[config.mk]
export PLATFORM = sky130hd
export DESIGN_NAME = instr_fetch_unit_flat
export DESIGN_NICKNAME = d
export VERILOG_FILES = /design/src/rtl/ifu_pkg.sv /design/src/rtl/instr_fetch_unit_if.sv /design/src/rtl/ifu_next_pc.sv /design/src/rtl/instr_fetch_unit.sv /design/src/flat_wrapper.sv
export SDC_FILE = /design/constraint.sdc
export NUM_CORES = 1
export LEC_CHECK = 0
export ABC_AREA = 1
export CAP_MARGIN = 20
export CORE_MARGIN = 2
export CORE_UTILIZATION = 38
export CTS_CLUSTER_DIAMETER = 100
export DETAILED_ROUTE_END_ITERATION = 7
export PLACE_DENSITY_LB_ADDON = 0.1
export SLEW_MARGIN = 30
export SYNTH_ARGS = -nofsm -noshare
export SYNTH_HDL_FRONTEND = slang
export SYNTH_HIERARCHICAL = 1
export SYNTH_SLANG_ARGS = --single-unit
[constraint.sdc]
create_clock -name CLK -period 1.8 [get_ports CLK]
set_input_delay 0.27 -clock CLK [delete_from_list [all_inputs] [get_ports CLK]]
set_output_delay 0.27 -clock CLK [all_outputs]
set_load 0.05 [all_outputs]
[src/rtl/ifu_pkg.sv]
// ifu_pkg
// Shared definitions for the instruction fetch unit:
//   ifu_state_e       - fetch FSM state encoding (REQ, WAIT, HOLD)
//   PC_STEP_DEFAULT   - default sequential PC increment in bytes
//   RESET_PC_DEFAULT  - default PC value loaded on reset
package ifu_pkg;

  typedef enum logic [1:0] {
    REQ  = 2'd0,
    WAIT = 2'd1,
    HOLD = 2'd2
  } ifu_state_e;

  localparam int unsigned PC_STEP_DEFAULT  = 4;
  localparam logic [31:0] RESET_PC_DEFAULT = 32'h0000_0000;

endpackage

[src/rtl/instr_fetch_unit_if.sv]
// instr_fetch_unit_if
// Instruction-memory bus between the fetch unit and the instruction memory.
//   IMEM_READ      - read request (fetch unit -> memory)
//   IMEM_ADDRESS   - read address, always the current PC (fetch unit -> memory)
//   IMEM_READDATA  - read data (memory -> fetch unit)
//   IMEM_BUSYWAIT  - memory busy, read data not yet valid (memory -> fetch unit)
// Modports: master = fetch unit side, slave = memory side.
interface instr_fetch_unit_if;

  logic        IMEM_READ;
  logic [31:0] IMEM_ADDRESS;
  logic [31:0] IMEM_READDATA;
  logic        IMEM_BUSYWAIT;

  modport master (
    output IMEM_READ,
    output IMEM_ADDRESS,
    input  IMEM_READDATA,
    input  IMEM_BUSYWAIT
  );

  modport slave (
    input  IMEM_READ,
    input  IMEM_ADDRESS,
    output IMEM_READDATA,
    output IMEM_BUSYWAIT
  );

endinterface

[src/rtl/ifu_next_pc.sv]
// ifu_next_pc
// Combinational next-PC computation for the fetch unit.
//   pc             in  32  current PC
//   branch_taken   in  1   select the branch target instead of the increment
//   branch_target  in  32  redirect address; its low two bits are cleared
//   next_pc        out 32  pc + PC_STEP (modulo 2^32) or word-aligned target
module ifu_next_pc
  import ifu_pkg::*;
#(
  parameter int unsigned PC_STEP = PC_STEP_DEFAULT
) (
  input  logic [31:0] pc,
  input  logic        branch_taken,
  input  logic [31:0] branch_target,
  output logic [31:0] next_pc
);

  always_comb begin
    if (branch_taken) begin
      next_pc = branch_target & ~32'h0000_0003;
    end else begin
      next_pc = pc + 32'(PC_STEP);
    end
  end

endmodule

[src/rtl/instr_fetch_unit.sv]
// instr_fetch_unit
// Three-state fetch unit (REQ -> WAIT -> HOLD): requests the word at PC,
// waits out IMEM_BUSYWAIT, then presents it to the CPU until consumed.
// Ports:
//   CLK, RESET     in       clock, asynchronous active-high reset
//   PC             out 32   address of the instruction fetched or held
//   INSTRUCTION    out 32   fetched instruction word
//   INSTR_VALID    out 1    INSTRUCTION valid for the CPU (HOLD state)
//   STALL          in  1    CPU cannot consume INSTRUCTION this cycle
//   BRANCH_TAKEN   in  1    redirect to BRANCH_TARGET at the consuming edge
//   BRANCH_TARGET  in  32   redirect address
//   imem           master   instruction-memory bus (instr_fetch_unit_if)
//   FETCH_COUNT    out 32   consumed-instruction counter
//   MISS_CYCLES    out 32   memory-wait cycle counter
// Macro IFU_PERF_COUNTERS_EN: when defined, the two counters are built;
// otherwise they read as constant zero.
module instr_fetch_unit
  import ifu_pkg::*;
#(
  parameter logic [31:0] RESET_PC = RESET_PC_DEFAULT,
  parameter int unsigned PC_STEP  = PC_STEP_DEFAULT
) (
  input  logic                      CLK,
  input  logic                      RESET,
  output logic [31:0]               PC,
  output logic [31:0]               INSTRUCTION,
  output logic                      INSTR_VALID,
  input  logic                      STALL,
  input  logic                      BRANCH_TAKEN,
  input  logic [31:0]               BRANCH_TARGET,
  instr_fetch_unit_if.master        imem,
  output logic [31:0]               FETCH_COUNT,
  output logic [31:0]               MISS_CYCLES
);

  ifu_state_e  state_q, state_d;
  logic [31:0] pc_q;
  logic [31:0] instr_q;
  logic [31:0] next_pc;
  logic        consume;
  logic        capture;

  assign consume = (state_q == HOLD) && !STALL;
  assign capture = (state_q == WAIT) && !imem.IMEM_BUSYWAIT;

  ifu_next_pc #(
    .PC_STEP (PC_STEP)
  ) u_next_pc (
    .pc            (pc_q),
    .branch_taken  (BRANCH_TAKEN),
    .branch_target (BRANCH_TARGET),
    .next_pc       (next_pc)
  );

  always_ff @(posedge CLK or posedge RESET) begin
    if (RESET) begin
      state_q <= REQ;
    end else begin
      state_q <= state_d;
    end
  end

  always_comb begin
    state_d = state_q;
    case (state_q)
      REQ:     state_d = WAIT;
      WAIT:    if (!imem.IMEM_BUSYWAIT) state_d = HOLD;
      HOLD:    if (!STALL) state_d = REQ;
      default: state_d = REQ;
    endcase
  end

  always_ff @(posedge CLK or posedge RESET) begin
    if (RESET) begin
      pc_q    <= RESET_PC;
      instr_q <= '0;
    end else begin
      if (consume) pc_q    <= next_pc;
      if (capture) instr_q <= imem.IMEM_READDATA;
    end
  end

  // The state register already sits in REQ while RESET is high, so the read
  // request is additionally gated by RESET to keep the bus idle during reset.
  assign imem.IMEM_READ    = !RESET && (state_q != HOLD);
  assign imem.IMEM_ADDRESS = pc_q;
  assign PC                = pc_q;
  assign INSTRUCTION       = instr_q;
  assign INSTR_VALID       = (state_q == HOLD);

`ifdef IFU_PERF_COUNTERS_EN
  logic [31:0] fetch_count_q;
  logic [31:0] miss_cycles_q;

  always_ff @(posedge CLK or posedge RESET) begin
    if (RESET) begin
      fetch_count_q <= '0;
      miss_cycles_q <= '0;
    end else begin
      if (consume) fetch_count_q <= fetch_count_q + 32'd1;
      if ((state_q == WAIT) && imem.IMEM_BUSYWAIT) miss_cycles_q <= miss_cycles_q + 32'd1;
    end
  end

  assign FETCH_COUNT = fetch_count_q;
  assign MISS_CYCLES = miss_cycles_q;
`else
  assign FETCH_COUNT = '0;
  assign MISS_CYCLES = '0;
`endif

endmodule
[src/flat_wrapper.sv]
// flat-port wrapper written by rule: the top's interface ports become plain ports
module instr_fetch_unit_flat import ifu_pkg::*;
#(
  parameter logic [31:0] RESET_PC = RESET_PC_DEFAULT,
  parameter int unsigned PC_STEP  = PC_STEP_DEFAULT
)
  (CLK, RESET, PC, INSTRUCTION, INSTR_VALID, STALL, BRANCH_TAKEN, BRANCH_TARGET, FETCH_COUNT, MISS_CYCLES, imem_IMEM_READ, imem_IMEM_ADDRESS, imem_IMEM_READDATA, imem_IMEM_BUSYWAIT);
  instr_fetch_unit_if imem_i ();
  input  logic CLK;
  input  logic RESET;
  output logic [31:0] PC;
  output logic [31:0] INSTRUCTION;
  output logic INSTR_VALID;
  input  logic STALL;
  input  logic BRANCH_TAKEN;
  input  logic [31:0] BRANCH_TARGET;
  output logic [31:0] FETCH_COUNT;
  output logic [31:0] MISS_CYCLES;
  output wire logic [$bits(imem_i.IMEM_READ)-1:0] imem_IMEM_READ;
  output wire logic [$bits(imem_i.IMEM_ADDRESS)-1:0] imem_IMEM_ADDRESS;
  input wire logic [$bits(imem_i.IMEM_READDATA)-1:0] imem_IMEM_READDATA;
  input wire logic [$bits(imem_i.IMEM_BUSYWAIT)-1:0] imem_IMEM_BUSYWAIT;
  assign imem_IMEM_READ = imem_i.IMEM_READ;
  assign imem_IMEM_ADDRESS = imem_i.IMEM_ADDRESS;
  assign imem_i.IMEM_READDATA = imem_IMEM_READDATA;
  assign imem_i.IMEM_BUSYWAIT = imem_IMEM_BUSYWAIT;
  instr_fetch_unit #(.RESET_PC(RESET_PC), .PC_STEP(PC_STEP)) u_core (.CLK(CLK), .RESET(RESET), .PC(PC), .INSTRUCTION(INSTRUCTION), .INSTR_VALID(INSTR_VALID), .STALL(STALL), .BRANCH_TAKEN(BRANCH_TAKEN), .BRANCH_TARGET(BRANCH_TARGET), .imem(imem_i), .FETCH_COUNT(FETCH_COUNT), .MISS_CYCLES(MISS_CYCLES));
endmodule
==> results.toml, run 1 <==
[status]
status = "complete, no violations"

[cts]
htreeDepth = 3
cts.root.buffer_cell = "clkbuf_16"
cts_buffers = 9
cts_sinks = 66
clkTransAtPathRegs_ns = 0.06
cts_tree = "done"
clk_latency_ns = 0.33
cts_buffer_depth = 2
hold_buffers = 0

[detailed_routing]
wl_per_cell_um = 13.42
wl_met2_mm = 6.369
routed_via_density = 4.584
drt_wl_total_mm = 13.09
route.detailed.drc = 0
dr_wl_met3_mm = 1.192
ant_nets = 0
first_iter_violations = 154
firstDrtPassIters = 5
highest_layer = "met4"
wl_met1_mm = 5.326
vias = 4469

[sta]
finalCriticalPeriod_ns = 1.777
setup_ws_ns = 0.02255
fmax_mhz = 562.6
hold_viol_final = 0
slew_headroom_pct = 63.96
finalCritPeriodShare_pct = 98.75
grt_setup_unrepaired = "yes"
setup_viol = 0
tightest_slew_ns = 0.5397
drv_slew = 0
finClkSkew_ns = 0.003562

[cells_and_area]
num_antenna_cells = 0
register_area_um2 = 1657
layout_common_cells = "nand2_1, buf_4, clkdlybuf4s50_1"
multiInputGateArea_um2 = 2372
layout_commonest_cell = "nand2_1"
syn_to_final_growth_pct = 32.97
nFillCells = 1291
final_layout_size_suffix_gt1_share_pct = 19.43
stdcell_count = 975
layout.nets = 868

[logic_synthesis]
yosysTopAreaCellShare_pct = 34.21
netlist_area_um2 = 4827
syn_inst = 667
synth.largest_area_cell = "dfrtp_1"
yosysWarnings = 6
synth.area.top_cells = "dfrtp_1, nand2_1, buf_4"
avgSynthCellArea_um2 = 7.237
ys_seq_area_share_pct = 34.21
synth-seq-cells = 66
ys_types = 29

[setup_path]
cp_top_family = "buffers and inverters"
cp-start-kind = "flip-flop"
crit_slowest_cell = "clkdlybuf4s50_1"
critPathRequiredTime_ns = 1.53
crit_path_max_fanout = 2
crit_path_max_incr_delay_ns = 0.82
worst_ep_arrival_time_ns = 1.51
path_cells = "clkdlybuf4s50_1"
path_buf_inv = 1
critical_path_class = "flip-flop to primary output"
worst_setup_path_end_kind = "primary output"

[grt]
track_usage_pct = 19.20
grt_start_max_net_pins = 46
first_global_vias = 4196
grt.overflow.total = 0
grt_pass1_wl_mm = 20.60
antenna_found_initial = 0

[place]
dp_cells = 951
gp_congestion = 0.8260
io_buffers = 164
place_hpwl_mm = 9.201
pre_cts_ws_ns = 0.1220

[die]
start_util_pct = 38.56
die_area_um2 = 13620
die_h_um = 116.7
rows = 41
die_w_um = 116.7
core_um2 = 12520
io_pins = 231

[pwr]
peakVddDrop_mv = 0.9197
p_per_area_nw_per_um2 = 2069
p_leak_nw = 3.474

[job]
cap_violations = 0

[min_path]
min-delay-path-class = "input pin to async pin"
[layer usage]
| metal | up-vias | track usage [%] |
|---|---|---|
| li1 | 2234 | - |
| met1 | 2064 | 23.36 |
| met2 | 156 | 32.10 |
| met3 | 15 | 5.812 |
| met4 | 0 | 7.137 |
| met5 | - | 0 |
[synthesized netlist by cell type (all sizes together)]
master,n
a21oi,5
a31oi,1
and2,3
buf,125
clkbuf,4
conb,1
dfrtp,66
ha,1
inv,31
nand2,265
nand3,32
nand4,64
nor2,54
o21ai,9
or2,3
xor2,3
[metrics by stage]
stage          utilization (%)  total power, W  hold slack (ns)  instance area (um2)  TNS (ns)
3_3_place_gp             47.60         0.01113           0.4535                 5958         0
3_5_place_dp             47.60         0.01120           0.4587                 5958         0
2_1_floorplan                -        0.009317           0.3796                 5072         0
4_1_cts                  50.34         0.01329           0.4045                 6301         0
6_report                 51.28         0.01328           0.3949                 6419         0
5_1_grt                  51.28         0.01408           0.4339                 6419  -0.03602
[worst min-delay path, delay by kind of cell]
kind	cells	cell delay, ns
buffers and inverters	3	0.83
[state kept, by name (all words and copies together), names as in the netlist]
name                cells
u_core/PC              32
u_core/state_q          2
u_core/INSTRUCTION     32
[power breakdown]
part | switching, W | leakage (nW) | internal, W
Combinational | 0.00590 | 2.48 | 0.00228
Sequential | 0.000872 | 0.829 | 0.00219
Clock | 0.000682 | 0.169 | 0.00135
Total | 0.00746 | 3.47 | 0.00583
[cell type report]
class                   instances  area share (%)
multi-input cells             504           36.96
well taps                     172           3.353
flip-flops and latches         66           25.81
clock inverters                 7           1.832
repair buffers                186           26.59
clock buffers                   9           3.509
inverters                      31           1.949
[path summary, 6_finish.rpt]
kind / from / endpoint / slack, ns / cells after the start
max in group asynchronous: RESET / u_core/INSTRUCTION[7] / 1.16 / 3
setup reg to reg: u_core/PC[3] / u_core/PC[28] / 0.09 / 10
hold reg to reg: u_core/INSTRUCTION[9] / u_core/INSTRUCTION[9] / 0.46 / 2
min in group CLK: u_core/INSTRUCTION[9] / u_core/INSTRUCTION[9] / 0.46 / 2
setup / recovery: u_core/INSTRUCTION[28] / INSTRUCTION[28] / 0.02 / 1
hold / removal: RESET / u_core/INSTRUCTION[24] / 0.39 / 3
[what timing repair did]
| item | CTS | global route |
|---|---|---|
| buffers inserted | 0 | 8 |
| gates resized for setup | 0 | 21 |
| setup endpoints to repair | 0 | 19 |
[cell families (layout without fill, tap and decap cells)]
kind of cell | after synthesis | after routing | share of synthesized area [%]
other | 1 | 64 | 0.07769
flip-flops | 66 | 66 | 34.21
AND/OR/NAND/NOR | 421 | 421 | 41.37
adder cells (fa/ha/maj) | 1 | 1 | 0.2592
AO/OA/AOI/OAI | 15 | 15 | 1.581
XOR/XNOR | 3 | 3 | 0.5444
buffers and inverters | 160 | 233 | 21.95
(Power assumes the default switching activity.)
==> inputs of run 2 (changes only) <==
Settings changed: SLEW_MARGIN 30 to not set.
==> results of run 2 <==
No change in the layout: final DEF, timing and power equal those of run 1.
